===== config.mk =====
export PLATFORM = sky130hd
export DESIGN_NAME = piso_tx_ctrl
export DESIGN_NICKNAME = d
export VERILOG_FILES = /design/src/rtl/piso_ctrl_pkg.sv /design/src/rtl/piso_nbit_shift_reg.sv /design/src/rtl/piso_tx_ctrl.sv
export SDC_FILE = /design/constraint.sdc
export NUM_CORES = 1
export LEC_CHECK = 0
export CAP_MARGIN = 10
export CELL_PAD_IN_SITES_DETAIL_PLACEMENT = 1
export CELL_PAD_IN_SITES_GLOBAL_PLACEMENT = 1
export CORE_MARGIN = 1.5
export CORE_UTILIZATION = 35
export CTS_BUF_LIST = sky130_fd_sc_hd__clkbuf_4 sky130_fd_sc_hd__clkbuf_8
export CTS_CLUSTER_DIAMETER = 100
export DETAILED_ROUTE_END_ITERATION = 10
export PLACE_DENSITY_LB_ADDON = 0.1
export REMOVE_ABC_BUFFERS = 1
export SKIP_CTS_REPAIR_TIMING = 1
export SLEW_MARGIN = 20
export SYNTH_ARGS = -nofsm -noshare
export SYNTH_HDL_FRONTEND = slang
export SYNTH_SLANG_ARGS = --single-unit

===== constraint.sdc =====
create_clock -name clk -period 4.15 [get_ports clk]
set_input_delay 0.6225 -clock clk [delete_from_list [all_inputs] [get_ports clk]]
set_output_delay 0.6225 -clock clk [all_outputs]
set_load 0.1 [all_outputs]

===== src/rtl/piso_ctrl_pkg.sv =====
// Shared definitions for the PISO transmit controller: FSM encodings and width helper.
// Latency: n/a (definitions only).
// Backpressure: n/a (definitions only).
package piso_ctrl_pkg;

  // FSM state encodings, kept as plain constants so legacy code can match on them.
  localparam logic [1:0] ST_IDLE  = 2'd0;
  localparam logic [1:0] ST_SHIFT = 2'd1;
  localparam logic [1:0] ST_GAP   = 2'd2;

  // Width of a counter that must hold values 0..n-1; never narrower than one bit
  // so that degenerate parameter values (n of 0, 1 or 2) still elaborate cleanly.
  function automatic int cnt_width(input int n);
    return (n <= 2) ? 1 : $clog2(n);
  endfunction

endpackage


===== src/rtl/piso_nbit_shift_reg.sv =====
// Parallel-load, right-shifting register; q_out presents bit 0 (LSB-first serialization).
// Latency: load visible on q_out one clock after the load edge.
// Backpressure: none; loads whenever s_lbar is low, otherwise shifts every clock with zero fill.
module piso_nbit_shift_reg #(
  parameter int WIDTH = 4
) (
  input  logic             clk,
  input  logic             rst_bar,
  input  logic             s_lbar,
  input  logic [WIDTH-1:0] din,
  output logic             q_out
);

  logic [WIDTH-1:0] sreg;

  // Load on s_lbar=0, otherwise shift right; zero fill keeps an idle register at zero.
  always_ff @(posedge clk or negedge rst_bar) begin
    if (!rst_bar) begin
      sreg <= '0;
    end else if (!s_lbar) begin
      sreg <= din;
    end else begin
      sreg <= {1'b0, sreg[WIDTH-1:1]};
    end
  end

  assign q_out = sreg[0];

endmodule


===== src/rtl/piso_tx_ctrl.sv =====
// Serializes WIDTH-bit words LSB first with frame markers and an optional idle gap between frames.
// Latency: word accepted at edge k -> load cycle k+1 -> bit 0 on ser_out in cycle k+2.
// Backpressure: single hold buffer; in_ready drops while it is full and rises after the word is loaded.
module piso_tx_ctrl
  import piso_ctrl_pkg::*;
#(
  parameter int WIDTH = 4,
  parameter int GAP   = 0
) (
  input  logic             clk,
  input  logic             rst_bar,
  input  logic             in_valid,
  input  logic [WIDTH-1:0] in_data,
  output logic             in_ready,
  output logic             s_lbar,
  output logic             ser_out,
  output logic             ser_valid,
  output logic             ser_first,
  output logic             ser_last,
  output logic             busy
);

  localparam int CW = cnt_width(WIDTH);
  localparam int GW = cnt_width(GAP);

  // Terminal counts; GAP_LAST is only meaningful when GAP is non-zero.
  localparam logic [CW-1:0] CNT_LAST = CW'(WIDTH - 1);
  localparam logic [GW-1:0] GAP_LAST = GW'((GAP > 0) ? GAP - 1 : 0);
  localparam logic          GAP_ZERO = (GAP == 0);

  logic [1:0]       state;
  logic [CW-1:0]    cnt;
  logic [GW-1:0]    gap_cnt;
  logic [WIDTH-1:0] hold_dat;
  logic             hold_full;
  logic             load;
  logic             handshake;
  logic             shifting;
  logic             q_out;

  // Ready comes straight from the full flag so in_valid never loops back into in_ready.
  assign in_ready  = ~hold_full;
  assign handshake = in_valid & ~hold_full;
  assign shifting  = (state == ST_SHIFT);

  // A waiting word moves into the shifter when the line is free: from idle, back-to-back
  // on the final bit when no gap is wanted, or on the final gap cycle.
  always_comb begin
    load = 1'b0;
    if (hold_full) begin
      case (state)
        ST_IDLE:  load = 1'b1;
        ST_SHIFT: load = (cnt == CNT_LAST) && GAP_ZERO;
        ST_GAP:   load = (gap_cnt == GAP_LAST);
        default:  load = 1'b0;
      endcase
    end
  end

  assign s_lbar = ~load;

  // Hold buffer: capture on handshake, release on load. The two cannot coincide because
  // a load needs hold_full=1, which also holds in_ready low.
  always_ff @(posedge clk or negedge rst_bar) begin
    if (!rst_bar) begin
      hold_full <= 1'b0;
      hold_dat  <= '0;
    end else if (handshake) begin
      hold_full <= 1'b1;
      hold_dat  <= in_data;
    end else if (load) begin
      hold_full <= 1'b0;
    end
  end

  // Frame sequencing: bit counter during SHIFT, gap counter during GAP.
  always_ff @(posedge clk or negedge rst_bar) begin
    if (!rst_bar) begin
      state   <= ST_IDLE;
      cnt     <= '0;
      gap_cnt <= '0;
    end else begin
      case (state)
        ST_IDLE: begin
          if (load) begin
            state <= ST_SHIFT;
            cnt   <= '0;
          end
        end
        ST_SHIFT: begin
          if (load) begin
            // Next frame follows immediately; stay in SHIFT and restart the bit count.
            cnt <= '0;
          end else if (cnt == CNT_LAST) begin
            cnt <= '0;
            if (GAP_ZERO) begin
              state <= ST_IDLE;
            end else begin
              state   <= ST_GAP;
              gap_cnt <= '0;
            end
          end else begin
            cnt <= cnt + CW'(1);
          end
        end
        ST_GAP: begin
          if (load) begin
            state <= ST_SHIFT;
            cnt   <= '0;
          end else if (gap_cnt == GAP_LAST) begin
            state <= ST_IDLE;
          end else begin
            gap_cnt <= gap_cnt + GW'(1);
          end
        end
        default: begin
          state <= ST_IDLE;
        end
      endcase
    end
  end

  piso_nbit_shift_reg #(
    .WIDTH(WIDTH)
  ) u_sreg (
    .clk    (clk),
    .rst_bar(rst_bar),
    .s_lbar (s_lbar),
    .din    (hold_dat),
    .q_out  (q_out)
  );

  // Serial outputs are forced low outside SHIFT so idle and gap cycles read as all zero.
  assign ser_valid = shifting;
  assign ser_out   = shifting & q_out;
  assign ser_first = shifting & (cnt == '0);
  assign ser_last  = shifting & (cnt == CNT_LAST);
  assign busy      = (state != ST_IDLE) | hold_full;

endmodule


Yosys cells after proc, flatten, opt, wreduce, memory -nomap -nowiden
Cells that the tools add are included.
Cells by class
  add/subtract/negate cells: 2
  eq/ne operators: 8
  multiplexer cells: 16
  bitwise logic cells: 8
  reduce and logical (&&, ||, !) cells: 9
Operators with widths (number)
  $mux W2: 8
  $pmux W2 S3: 1
  $reduce_bool A2 Y1: 3
  $and A1 B1 Y1: 4
  $eq A2 B2 Y1 const B: 2
  $logic_not A2 Y1: 2
  $mux W1: 4
  $mux W4: 1
  $ne A2 B1 Y1 const B: 2
  $ne A2 B2 Y1 const B: 2
  $pmux W2 S2: 1
  $reduce_and A2 Y1: 2
  $reduce_and A4 Y1: 1
  $ne A3 B3 Y1 const B: 1
  $not A1 Y1: 3
  $pmux W1 S3: 1
  $add A2 B1 Y2 const B: 1
  $eq A2 B1 Y1 const B: 1
  $reduce_or A2 Y1: 1
  $add A1 B1 Y1 const B: 1
  $or A1 B1 Y1: 1
Word-level totals
  register bits after elaboration: 14
  input port bits: 7
  output and inout port bits: 7
  logic and storage cells: 49

Longest topological paths before layout
  depth after elaboration: 5
  mapped depth: 4
  depth with buffers taken out: 4

Modules after synthesis
From an unflattened synthesis, not the netlist that was laid out.
Unflattened totals
  cells, all modules: 39
  area total of the unflattened synthesis: 536.8 sq um
By module, submodules not included
  piso_tx_ctrl: times used 1, cells an instance 31, area each 394.1 sq um, sequential area each 200.2 sq um
  piso_nbit_shift_reg: times used 1, cells an instance 8, area each 142.6 sq um, sequential area each 100.1 sq um

Least setup slack after synthesis
OpenSTA, ideal clock, no wires.
  path type: register to output
  from: register state[0]
  to: output ser_first
  data arrival time: 1.859 ns
  data required time: 3.527 ns
  path slack: 1.669 ns
  cell stages (with the launch flop): 2
  buffers on the path: 0
  path through: dfrtp_1 -> and2_1
Between the ends
  longest elaborated chain between the ends: 2
RTL lines
  start, declared: line piso_tx_ctrl.sv:31  | logic [1:0] state;
  start signal, assigned: line piso_tx_ctrl.sv:79  | state <= ST_IDLE;
  start signal, assigned: line piso_tx_ctrl.sv:86  | state <= ST_SHIFT;
  start signal, assigned: line piso_tx_ctrl.sv:97  | state <= ST_IDLE;
  $eq A2 B1 Y1: line piso_tx_ctrl.sv:44  | assign shifting = (state == ST_SHIFT);
  $and A1 B1 Y1: line piso_tx_ctrl.sv:136  | assign ser_first = shifting & (cnt == '0);
  end, declared: line piso_tx_ctrl.sv:18  | output logic ser_first,
Every way passes these cells.

Final worst setup path
  from: register cnt[0]
  to: output s_lbar
Between the ends
  longest elaborated chain between the ends: 4
RTL lines
  start, declared: line piso_tx_ctrl.sv:32  | logic [CW-1:0] cnt;
  start signal, assigned: line piso_tx_ctrl.sv:103  | cnt <= cnt + CW'(1);
  $eq A2 B2 Y1: line piso_tx_ctrl.sv:53  | ST_SHIFT: load = (cnt == CNT_LAST) && GAP_ZERO;
  $pmux W1 S3: line piso_tx_ctrl.sv:51  | case (state)
  $mux W1: line piso_tx_ctrl.sv:50  | if (hold_full) begin
  $not A1 Y1 (no source line)
  end, declared: line piso_tx_ctrl.sv:15  | output logic s_lbar,
Every way passes these cells.

==> impl_metrics.tcl <==
set metrics [dict create \
    outcome "finished, final reports clean" \
    ys_seq_elements 12 \
    relSlewSlack_pct 35.6 \
    drt_iter0_markers 4 \
    fin_nets 66 \
    dpl.hpwl_microns 762 \
    maxCapViolCount 0 \
    min_period_ns 3.02 \
    viasPerCell 4.72 \
    htree_levels 1 \
    critPathArrivalTime_ns 2.39 \
    crit_fanout 4 \
    whs_ns 0.485 \
    synth.avg_cell_area_sq_um 13.6 \
    syn_inst 39 \
    endpoint_kind "primary output" \
    antenna_found_initial 0 \
    cts_buffer_depth 2 \
    multiInputGateArea_sq_um 215 \
    dieArea_sq_um 1760 \
    busiest_layer "met2" \
    place_ws_ns 1.41 \
    first_global_vias 376 \
    period_share_pct 72.7 \
    yosysWarnings 0 \
    maxSlewViolCount 0 \
    die_x_microns 41.9 \
    postLayoutCoreUtil_pct 53.0 \
    ys_seq_area_share_pct 56.6 \
    drive_above_1_share_pct 28.6 \
    ant_nets 0 \
    seqCellArea_sq_um 300 \
    hold_violations 0 \
    core_sq_um 1350 \
    use_met3_pct 2.61 \
    synth_area_leaders "dfrtp_1 (57%), mux2_2 (11%), mux2_4 (8.5%), ha_1 (4.7%), and2_1 (3.5%)" \
    ioPinCount 14 \
    slowest_stage "clkdlybuf4s50_1" \
    post_drt_wl_per_cell_microns 13.1 \
    setup_viol 0 \
    syn_area_sq_um 531 \
    num_antenna_cells 0 \
    tritoncts_num_sinks 12 \
    cts_tree "yes" \
    synthDominantCellAreaShare_pct 56.6 \
    ys_types 15 \
    startpoint_type "flip-flop" \
    grt_setup_unrepaired "false" \
    num_vias 335 \
    use_met1_pct 14.1 \
    slowest_delay_ns 1.13 \
    use_met2_pct 22.2 \
    post-route-drc-count 0 \
    overflow 0 \
    die_h_microns 41.9 \
    criticalPathCategory "flip-flop to primary output" \
    cp_cell_sequence "ha_1, nand2b_2, nand2_4, clkdlybuf4s50_1" \
    portBuffers 13 \
    skew_ns 0.00343 \
    syn_to_final_growth_pct 34.9 \
    cts-buffers-inserted 3 \
    grt_usage_pct 12.8 \
    hold_class "flip-flop to flip-flop" \
    fillers 145 \
    yosys.area.top_type "dfrtp_1" \
    grt_max_degree 13 \
    clock.fmax_mhz 331 \
    rows 13 \
    worstMarginPinSlew_ns 0.964 \
    worstSkewPairLatency_ns 0.27 \
    setup_slack_ns 1.13 \
    drt-total-wl_microns 931 \
    place.gp.congestion 0.681 \
    start_util_pct 39.3 \
    fin_setup_tns_ns 0 \
    firstDrtPassIters 4 \
    grt_pass1_wl_microns 1600 \
    root_buffer "clkbuf_4" \
    path_clk_slew_ns 0.08 \
    required_ns 3.53 \
]
-- worst max-delay path, delay by kind of cell (launching register included) --
| kind | cells | cell delay, ns |
|---|---|---|
| buffers and inverters | 1 | 1.13 |
| flip-flops | 1 | 0.42 |
| adder cells (fa/ha/maj) | 1 | 0.24 |
| AND/OR/NAND/NOR | 2 | 0.35 |
-- final timing paths --
path / slack, ns / cells past startpoint / endpoint / start
max: 1.13 / 4 / s_lbar / cnt[0]
min reg2reg: 0.49 / 1 / u_sreg.sreg[0] / u_sreg.sreg[1]
min in group asynchronous: 0.69 / 1 / hold_dat[0] / rst_bar
min: 0.49 / 1 / u_sreg.sreg[0] / u_sreg.sreg[1]
max in group asynchronous: 3.11 / 1 / hold_dat[3] / rst_bar
max reg2reg: 2.75 / 4 / u_sreg.sreg[2] / cnt[0]
-- metal layers --
layer | wire, microns | vias up
met2 | 482 | 10
met4 | 0 | 0
li1 | - | 162
met5 | 0 | -
met1 | 408 | 163
met3 | 40 | 0
-- flip-flops by register name, indices dropped and copies added (netlist names) --
register,count
state,1
u_sreg.sreg,4
cnt,2
hold_dat,4
hold_full,1
-- cells by family after synthesis --
kind of cell / synth area share (%)
muxes: 19.1
and+or+nand+nor: 14.4
adders and majority gates: 4.72
AOI/OAI and AO/OA: 2.36
buffers and inverters: 2.83
DFF: 56.6
-- final cells by class --
type,count,share of cell area (%)
clock buffer,4,5.07
inverter,4,2.10
multi-input combinational,23,30.1
sequential,12,42.0
tap,15,2.62
timing repair buffer,13,18.2
-- through the flow --
| stage | area, sq um | std cells |
|---|---|---|
| 3_5_place_dp | 679 | 67 |
| 3_3_place_gp | 679 | 67 |
| 5_1_grt | 716 | 71 |
| 2_1_floorplan | 531 | 39 |
| 4_1_cts | 716 | 71 |
| 6_report | 716 | 71 |
-- synth_stat cells --
library cell	instances
nand2_4	1
inv_1	4
and3_2	1
mux2_4	3
nor2_1	1
nor2b_4	1
nand2b_2	1
nand2_1	2
and2_1	3
o21bai_1	1
ha_1	2
mux2_2	5
o21ai_0	1
nand3_1	1
dfrtp_1	12
-- placed cells by master (no fill, tap or decap), types with 2 or more instances in the layout --
cell type	Yosys	routed
inv_1	4	4
clkbuf_4	0	3
mux2_4	3	3
mux2_2	5	5
and2_1	3	3
nand2_1	2	2
dfrtp_1	12	12
clkdlybuf4s50_1	0	13
ha_1	2	2
Power is left out: the tool's default activity adds up to more than one toggle a clock period on the data nets, which glitch-free logic cannot reach.
